===== src/rtl/pipeline_control.sv =====
// Hazard and sequencing controller for the five-stage pipeline.
// Drives per-stage stall/invalidate pairs and counts RUN-state fetch stalls.
module pipeline_control #(
  parameter int unsigned FLUSH_CYCLES = 1
) (
  input  logic        clk,
  input  logic        rst_n,
  input  logic        decode_valid,
  input  logic [4:0]  decode_rs1_address,
  input  logic [4:0]  decode_rs2_address,
  input  logic        decode_uses_rs1,
  input  logic        decode_uses_rs2,
  input  logic        execute_valid,
  input  logic        execute_load,
  input  logic [4:0]  execute_rd_address,
  input  logic        execute_branch_taken,
  input  logic        memory_busy,
  input  logic        writeback_trap,
  input  logic        writeback_mret,
  input  logic        writeback_wfi,
  input  logic        interrupt_pending,
  output logic        stall_fetch,
  output logic        stall_decode,
  output logic        stall_execute,
  output logic        stall_memory,
  output logic        invalidate_fetch,
  output logic        invalidate_decode,
  output logic        invalidate_execute,
  output logic        invalidate_memory,
  output logic        sleeping,
  output logic [31:0] stall_cycles
);

  typedef enum logic [1:0] {
    ST_FLUSH,
    ST_RUN,
    ST_SLEEP
  } state_e;

  localparam logic [3:0] FLUSH_LOAD = 4'(FLUSH_CYCLES);

  state_e      state_q, state_d;
  logic [3:0]  flush_cnt_q, flush_cnt_d;
  logic [31:0] stall_cycles_q, stall_cycles_d;

  // Vectors ordered {fetch, decode, execute, memory}
  logic [3:0]  stall_vec;
  logic [3:0]  inv_vec;
  logic        load_use;
  logic        redirect;

  assign redirect = writeback_trap | writeback_mret;

  assign load_use = decode_valid && execute_valid && execute_load &&
                    (execute_rd_address != 5'd0) &&
                    ((decode_uses_rs1 && (decode_rs1_address == execute_rd_address)) ||
                     (decode_uses_rs2 && (decode_rs2_address == execute_rd_address)));

  always_comb begin
    state_d     = state_q;
    flush_cnt_d = flush_cnt_q;
    stall_vec   = 4'b0000;
    inv_vec     = 4'b0000;
    case (state_q)
      ST_FLUSH: begin
        inv_vec = 4'b1111;
        if (redirect) begin
          flush_cnt_d = FLUSH_LOAD;
        end else begin
          flush_cnt_d = flush_cnt_q - 4'd1;
          if (flush_cnt_q <= 4'd1) state_d = ST_RUN;
        end
      end
      ST_RUN: begin
        if (redirect) begin
          inv_vec     = 4'b1111;
          flush_cnt_d = FLUSH_LOAD;
          state_d     = ST_FLUSH;
        end else if (writeback_wfi && !interrupt_pending) begin
          stall_vec = 4'b1111;
          state_d   = ST_SLEEP;
        end else if (memory_busy) begin
          stall_vec = 4'b1111;
        end else if (execute_branch_taken) begin
          inv_vec = 4'b1100;
        end else if (load_use) begin
          // Hold fetch, let decode push one bubble into execute
          stall_vec = 4'b1000;
          inv_vec   = 4'b0100;
        end
      end
      ST_SLEEP: begin
        stall_vec = 4'b1111;
        if (writeback_trap) begin
          flush_cnt_d = FLUSH_LOAD;
          state_d     = ST_FLUSH;
        end else if (interrupt_pending) begin
          state_d = ST_RUN;
        end
      end
      default: begin
        inv_vec     = 4'b1111;
        flush_cnt_d = FLUSH_LOAD;
        state_d     = ST_FLUSH;
      end
    endcase
  end

  always_comb begin
    stall_cycles_d = stall_cycles_q;
    if ((state_q == ST_RUN) && stall_vec[3]) stall_cycles_d = stall_cycles_q + 32'd1;
  end

  always_ff @(posedge clk or negedge rst_n) begin
    if (!rst_n) begin
      state_q        <= ST_FLUSH;
      flush_cnt_q    <= FLUSH_LOAD;
      stall_cycles_q <= 32'd0;
    end else begin
      state_q        <= state_d;
      flush_cnt_q    <= flush_cnt_d;
      stall_cycles_q <= stall_cycles_d;
    end
  end

  assign {stall_fetch, stall_decode, stall_execute, stall_memory} = stall_vec;
  assign {invalidate_fetch, invalidate_decode, invalidate_execute, invalidate_memory} = inv_vec;
  assign sleeping     = (state_q == ST_SLEEP);
  assign stall_cycles = stall_cycles_q;

endmodule


===== config.mk =====
export PLATFORM = sky130hd
export DESIGN_NAME = pipeline_control
export DESIGN_NICKNAME = d
export VERILOG_FILES = /design/src/rtl/pipeline_control.sv
export SDC_FILE = /design/constraint.sdc
export NUM_CORES = 1
export LEC_CHECK = 0
export ABC_AREA = 0
export ABC_CLOCK_PERIOD_IN_PS = 4700
export CORE_MARGIN = 2
export CORE_UTILIZATION = 40
export CTS_CLUSTER_DIAMETER = 50
export DETAILED_ROUTE_END_ITERATION = 10
export GPL_TIMING_DRIVEN = 0
export PLACE_DENSITY = 0.69
export SYNTH_ARGS = -nofsm -noshare
export SYNTH_HDL_FRONTEND = slang
export SYNTH_SLANG_ARGS = --single-unit

===== constraint.sdc =====
create_clock -name clk -period 4.7 [get_ports clk]
set_input_delay 0.94 -clock clk [delete_from_list [all_inputs] [get_ports clk]]
set_output_delay 0.94 -clock clk [all_outputs]
set_load 0.1 [all_outputs]

==> results.yml, run 1 <==
run_status:
  outcome: "finished clean"
setup_path:
  cp_common_cell: "clkdlybuf4s50_1"
  slowest_stage: "clkdlybuf4s50_1"
  critPathKind: "input pin to output pin"
  critical_path.max_fanout: 4
  cp_cell_sequence: "clkdlybuf4s50_1, nor3b_2, o21ai_1, a21boi_1, buf_4, clkdlybuf4s50_1"
  start_kind: "input pin"
  arrival_ns: 3.39
  critPathCaptureType: "output pin"
  required_ns: 3.76
  cp_slowest_stage_delay_ns: 1.14
sta:
  hold_viol: 0
  fin_ws_ns: 0.3730
  fin_crit_ns: 4.327
  max_freq_mhz: 231.1
  tightestPinTransition_ns: 0.9953
  finalSetupViolCount: 0
  skew_ns: 0.006646
  rsz0062_at_grt: "no"
  finalMaxSlewViolations: 0
  finalCritPeriodShare: 0.9206
  relSlewSlack: 0.3344
  worst_hold_slack_ns: 0.4977
  setup_tns_ns: 0
route:
  first_pass_iters: 4
  viasPerCell: 5.088
  drt_iter0_markers: 96
  wl_mm: 4.967
  vias: 1847
  drtAntennaViolNets: 0
  avgRoutedWirePerCell_um: 13.68
  drc: 0
clock_tree:
  cts_made_buffers: 5
  clockBufferDepth: 2
  cts_tree: "yes"
  postCtsSetupBuffers: 0
  cts.clk_slew.worst_paths_ns: 0.07
  h-tree-depth: 2
  clock-root-buffer: "clkbuf_8"
  cts_sinks: 38
  clk_latency_ns: 0.28
  cts_hold_buffers: 0
  cts_resized: 0
global_routing:
  antenna_found_initial: 0
  grt_usage: 0.1751
  grtUsageMet2: 0.2991
  grt_overflow: 0
  first_global_vias: 1846
  grt_pass1_wl_mm: 8.583
  grtUsageMet3: 0.03488
  gr-usage-met1: 0.2273
  grt_max_degree: 39
  grt.busiest_layer: "met2"
power:
  power_per_cell_area_nw_per_um2: 400.4
  sw_frac_of_total: 0.4641
  p_switching_mw: 0.5623
  p_int_mw: 0.6491
  clockPowerShare: 0.191
  p_leak_nw: 1.172
  combPwrFrac: 0.486
  irDropWorstVdd_mv: 0.3779
  power_frac_seq: 0.323
synthesis:
  synth_cells: 217
  yosysSeqAreaShare: 0.4394
  synth_area_per_cell_um2: 9.987
  synth-seq-cells: 38
  netlist_area_um2: 2167
  syn_nets: 252
  synthDistinctLibCells: 41
  yosys_warnings: 0
floorplanning:
  io_pins: 69
  rows: 26
  coreArea_um2: 5172
  die_w_um: 77.61
  die_y_um: 77.61
  dieArea_um2: 6023
  start_util: 0.4190
final_layout:
  final_cell_mix: "clkdlybuf4s50_1, dfrtp_1, nand2_1"
  diodes: 0
  final_common_cell: "clkdlybuf4s50_1"
  drive_gt1_frac: 0.09556
  syn_to_final_growth_pct: 39.61
  fin_nets: 327
placed_design:
  dpl_worst_slack_ns: 0.3928
  portBuffers: 68
  hpwl_mm: 3.817
  gp_congestion: 0.7837
run:
  drv_cap: 0
hold_path:
  hold_class: "flip-flop to flip-flop"
sequential cells by signal, indices dropped and copies added, names as in the netlist:
register	cells
state_q	2
flush_cnt_q	4
stall_cycles	32
cells by family (layout without fill, tap and decap cells):
group | Yosys count | after routing | share of synthesized area
AND/OR/NAND/NOR | 95 | 95 | 0.2488
XOR/XNOR | 41 | 41 | 0.1657
flip-flops | 38 | 38 | 0.4394
AO/OA/AOI/OAI | 20 | 20 | 0.06120
buffers and inverters | 14 | 90 | 0.03406
adder cells (fa/ha/maj) | 7 | 7 | 0.04041
multiplexers | 2 | 2 | 0.01039
layer usage:
| metal | up-vias | part of all wire |
|---|---|---|
| li1 | 913 | - |
| met1 | 871 | 0.44 |
| met2 | 57 | 0.50 |
| met3 | 6 | 0.047 |
| met4 | 0 | 0.010 |
| met5 | - | 0 |
stage by stage:
stage	instances	utilization	power, mW	instance area (um^2)
2_1_floorplan	217	-	0.8393	2167
3_3_place_gp	355	0.5675	0.9780	2935
6_report	363	0.5849	1.211	3025
5_1_grt	363	0.5849	1.275	3025
3_5_place_dp	355	0.5665	0.9883	2930
4_1_cts	363	0.5849	1.223	3025
cell type report:
| type | count | area, um^2 |
|---|---|---|
| Buffer | 8 | 51.30 |
| Clock buffer | 6 | 82.58 |
| Multi-Input combinational cell | 165 | 1141 |
| Clock inverter | 2 | 12.51 |
| Timing Repair Buffer | 68 | 675.6 |
| Inverter | 6 | 22.52 |
| Fill cell | 454 | 2147 |
| Tap cell | 70 | 87.58 |
| Sequential cell | 38 | 952.2 |
critical path, delay by kind of cell:
family,cells,cell delay (ns)
buffers and inverters,3,1.79
and+or+nand+nor,1,0.24
AOI/OAI and AO/OA,2,0.41
path summary, 6_finish.rpt:
path,depth (start not counted),slack [ns],startpoint,end
setup / recovery,6,0.37,writeback_mret,stall_memory
hold / removal,1,0.50,stall_cycles[29],stall_cycles[29]
setup reg to reg,8,2.41,state_q[1],stall_cycles[28]
hold reg to reg,1,0.50,stall_cycles[29],stall_cycles[29]
max in group asynchronous,1,3.43,rst_n,stall_cycles[1]
min in group asynchronous,1,0.75,rst_n,stall_cycles[10]
cells in the mapped netlist:
library cell	number	area, um^2
a21boi_0	1	7.510
a21oi_1	5	25.02
a22o_1	1	8.760
a31o_2	1	8.760
a31oi_1	1	6.260
a41o_1	1	10.01
and2_1	1	6.260
and3_1	7	43.79
and4_1	2	17.52
and4bb_2	1	12.51
buf_2	2	10.01
buf_4	3	22.52
buf_6	1	11.26
clkbuf_1	2	7.510
dfrtp_1	37	925.9
dfstp_2	1	26.28
ha_1	7	87.58
inv_1	6	22.52
mux2_2	2	22.52
nand2_1	26	97.59
nand2b_1	2	12.51
nand3_1	7	35.03
nand4_1	12	75.07
nor2_1	11	41.29
nor2b_1	1	6.260
nor3_1	8	40.04
nor3_2	1	10.01
nor3b_1	3	22.52
nor3b_2	1	12.51
nor4_1	6	37.54
nor4_2	3	37.54
nor4b_2	1	15.01
o21ai_0	5	25.02
o21ai_1	1	5.000
o221ai_1	1	8.760
o22ai_2	1	12.51
o31ai_1	2	15.01
or3_1	1	6.260
or4b_2	1	10.01
xnor2_1	23	201.4
xor2_1	18	157.7
power groups by stage:
stage	logic (mW)	registers (mW)	clock network [mW]
2_1_floorplan	0.350	0.490	0
3_3_place_gp	0.581	0.397	0
3_5_place_dp	0.590	0.398	0
4_1_cts	0.593	0.392	0.238
5_1_grt	0.624	0.396	0.255
6_report	0.588	0.392	0.231
Note: power is estimated with default switching activity, not from simulation.
==> inputs of run 2 (changes only) <==
--- a/config.mk
+++ b/config.mk
@@ -5,7 +5,6 @@
 export SDC_FILE = /design/constraint.sdc
 export NUM_CORES = 1
 export LEC_CHECK = 0
-export ABC_AREA = 0
 export ABC_CLOCK_PERIOD_IN_PS = 4700
 export CORE_MARGIN = 2
 export CORE_UTILIZATION = 40
==> results of run 2 <==
The final DEF is identical to that of run 1; final timing and power are the same.
